<file path="src/rtl/fir_seq_ctrl_if.sv">
// Sample handshake, coefficient write port and filter output bundle
// for the time-multiplexed FIR engine.
interface fir_seq_ctrl_if #(
    parameter int N  = 16,
    parameter int DW = 16,
    parameter int CW = 16
);
    localparam int LW = $clog2(N);

    logic                 in_valid;
    logic                 in_ready;
    logic signed [DW-1:0] in_data;
    logic                 coef_we;
    logic [LW-1:0]        coef_addr;
    logic signed [CW-1:0] coef_data;
    logic                 out_valid;
    logic signed [DW-1:0] out_data;
    logic                 busy;

    modport master (
        output in_valid,
        output in_data,
        output coef_we,
        output coef_addr,
        output coef_data,
        input  in_ready,
        input  out_valid,
        input  out_data,
        input  busy
    );

    modport slave (
        input  in_valid,
        input  in_data,
        input  coef_we,
        input  coef_addr,
        input  coef_data,
        output in_ready,
        output out_valid,
        output out_data,
        output busy
    );
endinterface

</file>
<file path="src/rtl/fir_seq_ctrl.sv">
// Sequenced Q1.15 FIR: one shared MAC walks all taps per accepted
// sample, then a floor shift and saturation produce the output.
module fir_seq_ctrl #(
    parameter int N  = 16,
    parameter int DW = 16,
    parameter int CW = 16,
    parameter int AW = 36
) (
    input logic          clk,
    input logic          rst,
    fir_seq_ctrl_if.slave bus
);
    localparam int LW = $clog2(N);
    localparam int PW = DW + CW;

    localparam logic [1:0] S_IDLE = 2'd0;
    localparam logic [1:0] S_MAC  = 2'd1;
    localparam logic [1:0] S_SAT  = 2'd2;

    localparam logic [LW-1:0] LAST = LW'(N - 1);
    localparam logic [LW-1:0] ONE  = LW'(1);

    localparam logic signed [AW-1:0] SMAX =
        {{(AW-DW+1){1'b0}}, {(DW-1){1'b1}}};
    localparam logic signed [AW-1:0] SMIN = ~SMAX;

    function automatic logic signed [CW-1:0] coef_init(input int i);
        case (i)
            0:       return CW'(512);
            1:       return CW'(1024);
            2:       return CW'(2048);
            3:       return CW'(4096);
            4:       return CW'(8192);
            5:       return CW'(4096);
            6:       return CW'(2048);
            7:       return CW'(1024);
            8:       return CW'(512);
            9:       return CW'(256);
            10:      return CW'(128);
            11:      return CW'(64);
            12:      return CW'(32);
            13:      return CW'(16);
            14:      return CW'(8);
            15:      return CW'(4);
            default: return '0;
        endcase
    endfunction

    logic [1:0]           r_state;
    logic signed [DW-1:0] r_hist [N];
    logic signed [CW-1:0] r_coef [N];
    logic signed [AW-1:0] r_acc;
    logic [LW-1:0]        r_wr_ptr;
    logic [LW-1:0]        r_rd_ptr;
    logic [LW-1:0]        r_tap;
    logic                 r_out_valid;
    logic signed [DW-1:0] r_out_data;

    logic signed [DW-1:0] w_samp;
    logic signed [CW-1:0] w_cf;
    logic signed [PW-1:0] w_samp_x;
    logic signed [PW-1:0] w_cf_x;
    logic signed [PW-1:0] w_prod;
    logic signed [AW-1:0] w_prod_x;
    logic signed [AW-1:0] w_shift;
    logic signed [DW-1:0] w_sat;
    logic                 w_idle;

    assign w_idle   = (r_state == S_IDLE);
    assign w_samp   = r_hist[r_rd_ptr];
    assign w_cf     = r_coef[r_tap];
    assign w_samp_x = {{CW{w_samp[DW-1]}}, w_samp};
    assign w_cf_x   = {{DW{w_cf[CW-1]}}, w_cf};
    assign w_prod   = w_samp_x * w_cf_x;
    assign w_prod_x = {{(AW-PW){w_prod[PW-1]}}, w_prod};
    // Arithmetic shift floors toward minus infinity, no rounding.
    assign w_shift  = r_acc >>> (CW - 1);

    always_comb begin
        w_sat = w_shift[DW-1:0];
        unique case (1'b1)
            (w_shift > SMAX): w_sat = SMAX[DW-1:0];
            (w_shift < SMIN): w_sat = SMIN[DW-1:0];
            default:          w_sat = w_shift[DW-1:0];
        endcase
    end

    always_ff @(posedge clk) begin
        if (rst) begin
            r_state     <= S_IDLE;
            r_acc       <= '0;
            r_wr_ptr    <= '0;
            r_rd_ptr    <= '0;
            r_tap       <= '0;
            r_out_valid <= 1'b0;
            r_out_data  <= '0;
            for (int i = 0; i < N; i++) begin
                r_hist[i] <= '0;
                r_coef[i] <= coef_init(i);
            end
        end else begin
            r_out_valid <= 1'b0;
            unique case (r_state)
                S_IDLE: begin
                    if (bus.coef_we)
                        r_coef[bus.coef_addr] <= bus.coef_data;
                    if (bus.in_valid) begin
                        r_hist[r_wr_ptr] <= bus.in_data;
                        r_rd_ptr         <= r_wr_ptr;
                        r_tap            <= '0;
                        r_acc            <= '0;
                        r_wr_ptr         <= r_wr_ptr + ONE;
                        r_state          <= S_MAC;
                    end
                end
                S_MAC: begin
                    r_acc    <= r_acc + w_prod_x;
                    r_rd_ptr <= r_rd_ptr - ONE;
                    r_tap    <= r_tap + ONE;
                    if (r_tap == LAST)
                        r_state <= S_SAT;
                end
                S_SAT: begin
                    r_out_data  <= w_sat;
                    r_out_valid <= 1'b1;
                    r_state     <= S_IDLE;
                end
                default: r_state <= S_IDLE;
            endcase
        end
    end

    assign bus.in_ready  = w_idle;
    assign bus.busy      = !w_idle;
    assign bus.out_valid = r_out_valid;
    assign bus.out_data  = r_out_data;
endmodule
</file>
<file path="src/flat_wrapper.sv">
// flat-port wrapper written by rule: the top's interface ports become plain ports
module fir_seq_ctrl_flat 
#(
    parameter int N  = 16,
    parameter int DW = 16,
    parameter int CW = 16,
    parameter int AW = 36
)
  (clk, rst, bus_in_valid, bus_in_data, bus_coef_we, bus_coef_addr, bus_coef_data, bus_in_ready, bus_out_valid, bus_out_data, bus_busy);
  fir_seq_ctrl_if #(.N(N), .DW(DW), .CW(CW)) bus_i ();
  input logic clk;
  input logic rst;
  input wire logic [$bits(bus_i.in_valid)-1:0] bus_in_valid;
  input wire logic [$bits(bus_i.in_data)-1:0] bus_in_data;
  input wire logic [$bits(bus_i.coef_we)-1:0] bus_coef_we;
  input wire logic [$bits(bus_i.coef_addr)-1:0] bus_coef_addr;
  input wire logic [$bits(bus_i.coef_data)-1:0] bus_coef_data;
  output wire logic [$bits(bus_i.in_ready)-1:0] bus_in_ready;
  output wire logic [$bits(bus_i.out_valid)-1:0] bus_out_valid;
  output wire logic [$bits(bus_i.out_data)-1:0] bus_out_data;
  output wire logic [$bits(bus_i.busy)-1:0] bus_busy;
  assign bus_i.in_valid = bus_in_valid;
  assign bus_i.in_data = bus_in_data;
  assign bus_i.coef_we = bus_coef_we;
  assign bus_i.coef_addr = bus_coef_addr;
  assign bus_i.coef_data = bus_coef_data;
  assign bus_in_ready = bus_i.in_ready;
  assign bus_out_valid = bus_i.out_valid;
  assign bus_out_data = bus_i.out_data;
  assign bus_busy = bus_i.busy;
  fir_seq_ctrl #(.N(N), .DW(DW), .CW(CW), .AW(AW)) u_core (.clk(clk), .rst(rst), .bus(bus_i));
endmodule
</file>
<file path="config.mk">
export PLATFORM = sky130hd
export DESIGN_NAME = fir_seq_ctrl_flat
export DESIGN_NICKNAME = d
export VERILOG_FILES = /design/src/rtl/fir_seq_ctrl_if.sv /design/src/rtl/fir_seq_ctrl.sv /design/src/flat_wrapper.sv
export SDC_FILE = /design/constraint.sdc
export NUM_CORES = 2
export LEC_CHECK = 0
export ABC_CLOCK_PERIOD_IN_PS = 8800
export CAP_MARGIN = 40
export CORE_AREA = 2 2 276 278
export DETAILED_ROUTE_END_ITERATION = 8
export DIE_AREA = 0 0 278 280
export GPL_TIMING_DRIVEN = 0
export PLACE_DENSITY = 0.76
export RECOVER_POWER = 25
export REMOVE_ABC_BUFFERS = 1
export SLEW_MARGIN = 20
export SYNTH_ARGS = -nofsm -noshare
export SYNTH_HDL_FRONTEND = slang
export SYNTH_SLANG_ARGS = --single-unit
</file>
<file path="constraint.sdc">
create_clock -name clk -period 8.8 [get_ports clk]
set_input_delay 0.88 -clock clk [delete_from_list [all_inputs] [get_ports clk]]
set_output_delay 0.88 -clock clk [all_outputs]
set_load 0.01 [all_outputs]
</file>
# Yosys cells after proc, flatten, opt, wreduce, memory -nomap -nowiden
# Memories as Yosys holds them, arrays and structs flattened. A register that Yosys moved wholly into a read port is not among the register bits.
# Cells that the tools add are included.
# word_totals
ram_bits,512
n_memories,2
register_bits,67
in_bits,40
# memory_table
name,depth,word_bits,read_ports,rd_ports_with_merged_regs,wr,line,rtl
u_core.r_coef,16,16,1,1,16,fir_seq_ctrl.sv:51,logic signed [CW-1:0] r_coef [N];
u_core.r_hist,16,16,1,1,16,fir_seq_ctrl.sv:50,logic signed [DW-1:0] r_hist [N];
# op_classes
eq_ne,5
n_mul,1
n_mux,43
n_reduce_logical,8
addsub,4
n_lt_le_gt_ge,2
# op_table
operator,n
16-bit two-way mux,14
36-bit one-hot mux with 2 select lines,1
36-bit by 32-bit adder with 36-bit output,1
36-bit two-way mux,1
16-bit by 16-bit multiplier with 32-bit output,1
4-bit two-way mux,8
16-bit one-hot mux with 2 select lines,1
16-bit OR reduction,2
21-bit by 16-bit > comparator with 1-bit output (second input constant),1
21-bit by 16-bit less-than comparator with 1-bit output (second input constant),1
4-bit one-hot mux with 2 select lines,2
1-bit two-way mux,13
4-bit by 1-bit adder with 4-bit output (second input constant),2
2-bit AND reduction,3
4-bit equality test (second input constant),1
2-bit two-way mux,2
2-bit one-hot mux with 2 select lines,1
4-bit by 1-bit subtractor with 4-bit output (second input constant),1
2-bit by 1-bit equality test with 1-bit output (second input constant),1
2-bit equality test (second input constant),1
2-bit zero test,1
2-bit by 1-bit inequality test with 1-bit output (second input constant),1
2-bit inequality test (second input constant),1
2-bit nonzero test,1
1-bit zero test,1

# Longest topological paths before layout
# depth
ltp_word,6
depth_mapped,30
depth_no_buf,26

# Worst setup path before layout
# OpenSTA, ideal clock, no wires.
# synth_path
kind,register -> register
startpoint,register with a tool-made name
endpoint,register u_core.r_acc[28]
stages_incl_launch_ff,29
setup_ns,0.117
required_time_ns,8.683
arrival_time_ns,7.545
setup_slack_ns,1.137
path_cell_list,dfxtp_1 > buf_2 > buf_2 > buf_2 > mux4_2 > mux2i_1 > nand2_1 > o21ai_1 > clkbuf_1 > nor2_1 > fa_1 > inv_1 > fa_1 > fa_1 > inv_1 > fa_1 > fa_1 > inv_1 > fa_1 > inv_1 > ha_1 > a21oi_1 > o21ai_0 > a211oi_1 > a21oi_1 > o311ai_0 > a21boi_0 > or3_1 > a32o_1
# synth_rtl
item,line,rtl
"end signal, assigned",fir_seq_ctrl.sv:117,r_acc <= r_acc + w_prod_x;
"end, declared",fir_seq_ctrl.sv:52,logic signed [AW-1:0] r_acc;

==> flow_summary.json <==
{
  "diodes": 0,
  "design.die.area_sq_um": 77800,
  "ctsHtreeMaxLevel": 2,
  "io-pin-count": 59,
  "status": "finished with violations",
  "drc": 0,
  "hold_depth": 2,
  "max_freq_mhz": 119,
  "layout-drive-gt1-share": 0.123,
  "avgSynthCellArea_sq_um": 12.4,
  "worst_path_largest_cell_delay_ns": 0.90,
  "synth_area_leaders": "edfxtp_1 (41%), fa_1 (17%), and2_1 (8.4%)",
  "drt_wl_total_mm": 87.5,
  "cpLargestDelayFamily": "adder cells",
  "drt_iter0_markers": 2059,
  "yosysTopAreaCell": "edfxtp_1",
  "crit_path_top_delay_cell": "fa_1",
  "critPathRequiredTime_ns": 9.33,
  "arrival_ns": 8.92,
  "nFillCells": 5915,
  "hold_buffers": 0,
  "rsz0062_at_grt": "no",
  "row_count": 101,
  "gp_congestion": 0.894,
  "groute.usage.overall": 0.232,
  "path_depth": 25,
  "setup_violations": 0,
  "slew_viol_final": 16,
  "coreArea_sq_um": 75200,
  "crit_type": "reg2reg",
  "synth-seq-cells": 587,
  "synth_cells": 3004,
  "drt_pass1_iterations": 7,
  "grt_pass1_vias": 23800,
  "cp_max_fo": 31,
  "routedWlPerCell_microns": 21.5,
  "area_delta_synth_final_pct": 11.0,
  "nets": 3505,
  "ys_async_sr_fraction": 0,
  "r2r_setup_slack_ns": 0.41,
  "place_ws_ns": 0.146,
  "dp_hpwl_mm": 62.4,
  "multi_input_comb_area_sq_um": 18400,
  "initial_utilization": 0.495,
  "path_buf_inv": 7,
  "yosysSeqAreaShare": 0.453,
  "grt_pass1_wl_mm": 137,
  "tightest_slew_ns": 1.94,
  "critPathLaunchType": "register",
  "cts.sinks": 587,
  "die_y_microns": 280,
  "clockBufferDepth": 3,
  "holdCritPathClass": "reg2reg",
  "antenna_found_initial": 0,
  "finClkSkew_ns": 0.0512,
  "vias_per_cell": 5.60,
  "synth_ff_type": "edfxtp_1",
  "worstSetupEndpointType": "register",
  "portBuffers": 58,
  "grt_max_degree": 49,
  "numCtsBuffers": 60,
  "fin_ws_ns": 0.409,
  "ant_nets": 0,
  "fin_crit_sh": 0.953,
  "rr_worst_depth": 25,
  "grt_overflow_total": 0,
  "hold_viol_final": 0,
  "yosys.cell_types.count": 57,
  "synth_area_sq_um": 37200,
  "vias": 22800,
  "cts_root_buf": "clkbuf_16",
  "violations": "capacitance limit, slew limit",
  "regArea_sq_um": 16900,
  "yosys.area.top_type_share": 0.413,
  "crit_path_frequent_cell": "fa_1",
  "yosys_warnings": 0,
  "tritoncts": "done",
  "die_w_microns": 278,
  "clkTransAtPathRegs_ns": 0.08,
  "relSlewSlack": -0.307,
  "synth_edf_count": 512,
  "insertion_delay_ns": 0.65,
  "drv_cap": 1,
  "fin_crit_ns": 8.39
}
## final cells by class
type | count | area share
Clock buffer | 86 | 0.0405
Clock inverter | 26 | 0.00851
Inverter | 396 | 0.0360
Multi-Input combinational cell | 1866 | 0.445
Sequential cell | 587 | 0.409
Tap cell | 978 | 0.0296
Timing Repair Buffer | 127 | 0.0311
## cell usage after synthesis (4+ instances only)
master    instances
edfxtp_1        512
and2_1          499
inv_1           395
fa_1            314
nor2_1          236
nand2_1         151
mux4_2          135
clkbuf_1        134
ha_1            113
dfxtp_1          75
a21oi_1          57
or2_2            36
nor3_1           27
mux2i_1          26
xnor2_1          26
mux2_2           25
o21ai_0          25
a22o_1           23
o21ai_1          22
nand2b_1         18
nand3_1          18
or3_1            15
buf_2            13
o21a_1           13
xor2_1           13
a21o_1           10
buf_1             7
a31oi_1           6
nand4_1           6
nor2b_1           5
o21bai_1          5
a22oi_1           4
and3_1            4
## tightest hold or removal path, cell delays in order (launching register included)
cell and delay [ns]:
dfxtp_1 0.31, inv_1 0.07, a21oi_1 0.07
## kinds of logic after synthesis
group	after synthesis	share of synthesized area
mux	187	0.0966
xor+xnor	39	0.00918
flops	587	0.453
buf+inv	551	0.0561
compound gates	191	0.0332
fa+ha+maj	427	0.207
simple gates	1022	0.145
## flip-flops by register name, summed over array words and instances (netlist names), named ones only
signal	flops
u_core.r_acc	36
u_core.r_wr_ptr	4
u_core.r_state	2
u_core.r_tap	4
u_core.bus.out_valid	1
u_core.r_hist	256
u_core.r_rd_ptr	4
u_core.bus.out_data	16
u_core.r_coef	256
## metal layers
| layer | up-vias | wire length, microns | GRT usage |
|---|---|---|---|
| li1 | 10100 | - | - |
| met1 | 11600 | 33900 | 0.304 |
| met2 | 937 | 43200 | 0.391 |
| met3 | 181 | 7030 | 0.0379 |
| met4 | 0 | 3420 | 0.0881 |
| met5 | - | 0 | 0 |
## metrics by stage
| step | setup TNS (ns) | utilization | area [sq um] | hold WS (ns) | std cells |
|---|---|---|---|---|---|
| 2_1_floorplan | -15.95 | - | 36600 | 0.442 | 2849 |
| 3_3_place_gp | -105.01 | 0.511 | 38400 | 0.453 | 3885 |
| 3_5_place_dp | 0 | 0.523 | 39300 | 0.467 | 3950 |
| 4_1_cts | 0 | 0.550 | 41300 | 0.434 | 4062 |
| 5_1_grt | 0 | 0.549 | 41300 | 0.497 | 4066 |
| 6_report | 0 | 0.549 | 41300 | 0.455 | 4066 |
## what timing repair did
action / CTS / global route
endpoints found under the setup margin: 0 / 12
buffers inserted: 0 / 1
endpoints found under the hold margin: 0 / 0
resized for setup: 0 / 9
## final timing paths
kind	from	endpoint
worst min-delay path	u_core.r_rd_ptr[1]	register
worst max register to register	register	u_core.r_acc[28]
worst max-delay path	register	u_core.r_acc[28]
worst min register to register	u_core.r_rd_ptr[1]	register
## cells in the final DEF (no fill, tap or decap), types with 6 or more instances in the layout
cell type	count
nor3_1	23
nor2_1	234
bufinv_16	6
edfxtp_1	512
xnor2_1	26
dfxtp_1	67
nand3_1	18
mux2_2	24
or2_2	36
buf_16	6
fa_1	314
nand4_1	6
a21oi_1	57
clkbuf_16	61
dlygate4sd3_1	18
a21o_1	10
o21ai_0	21
ha_1	113
and2_0	128
buf_4	27
or3_1	15
buf_6	15
o21ai_1	9
o21a_1	13
mux4_2	135
a22o_1	23
xor2_1	13
inv_1	395
clkbuf_1	34
and2_1	371
nand2b_1	18
clkinv_2	8
clkdlybuf4s50_1	39
o21ai_2	13
nand2_1	151
mux2i_1	25
Power is left out: the tool's default activity adds up to more than one toggle a clock period on the data nets, which glitch-free logic cannot reach.
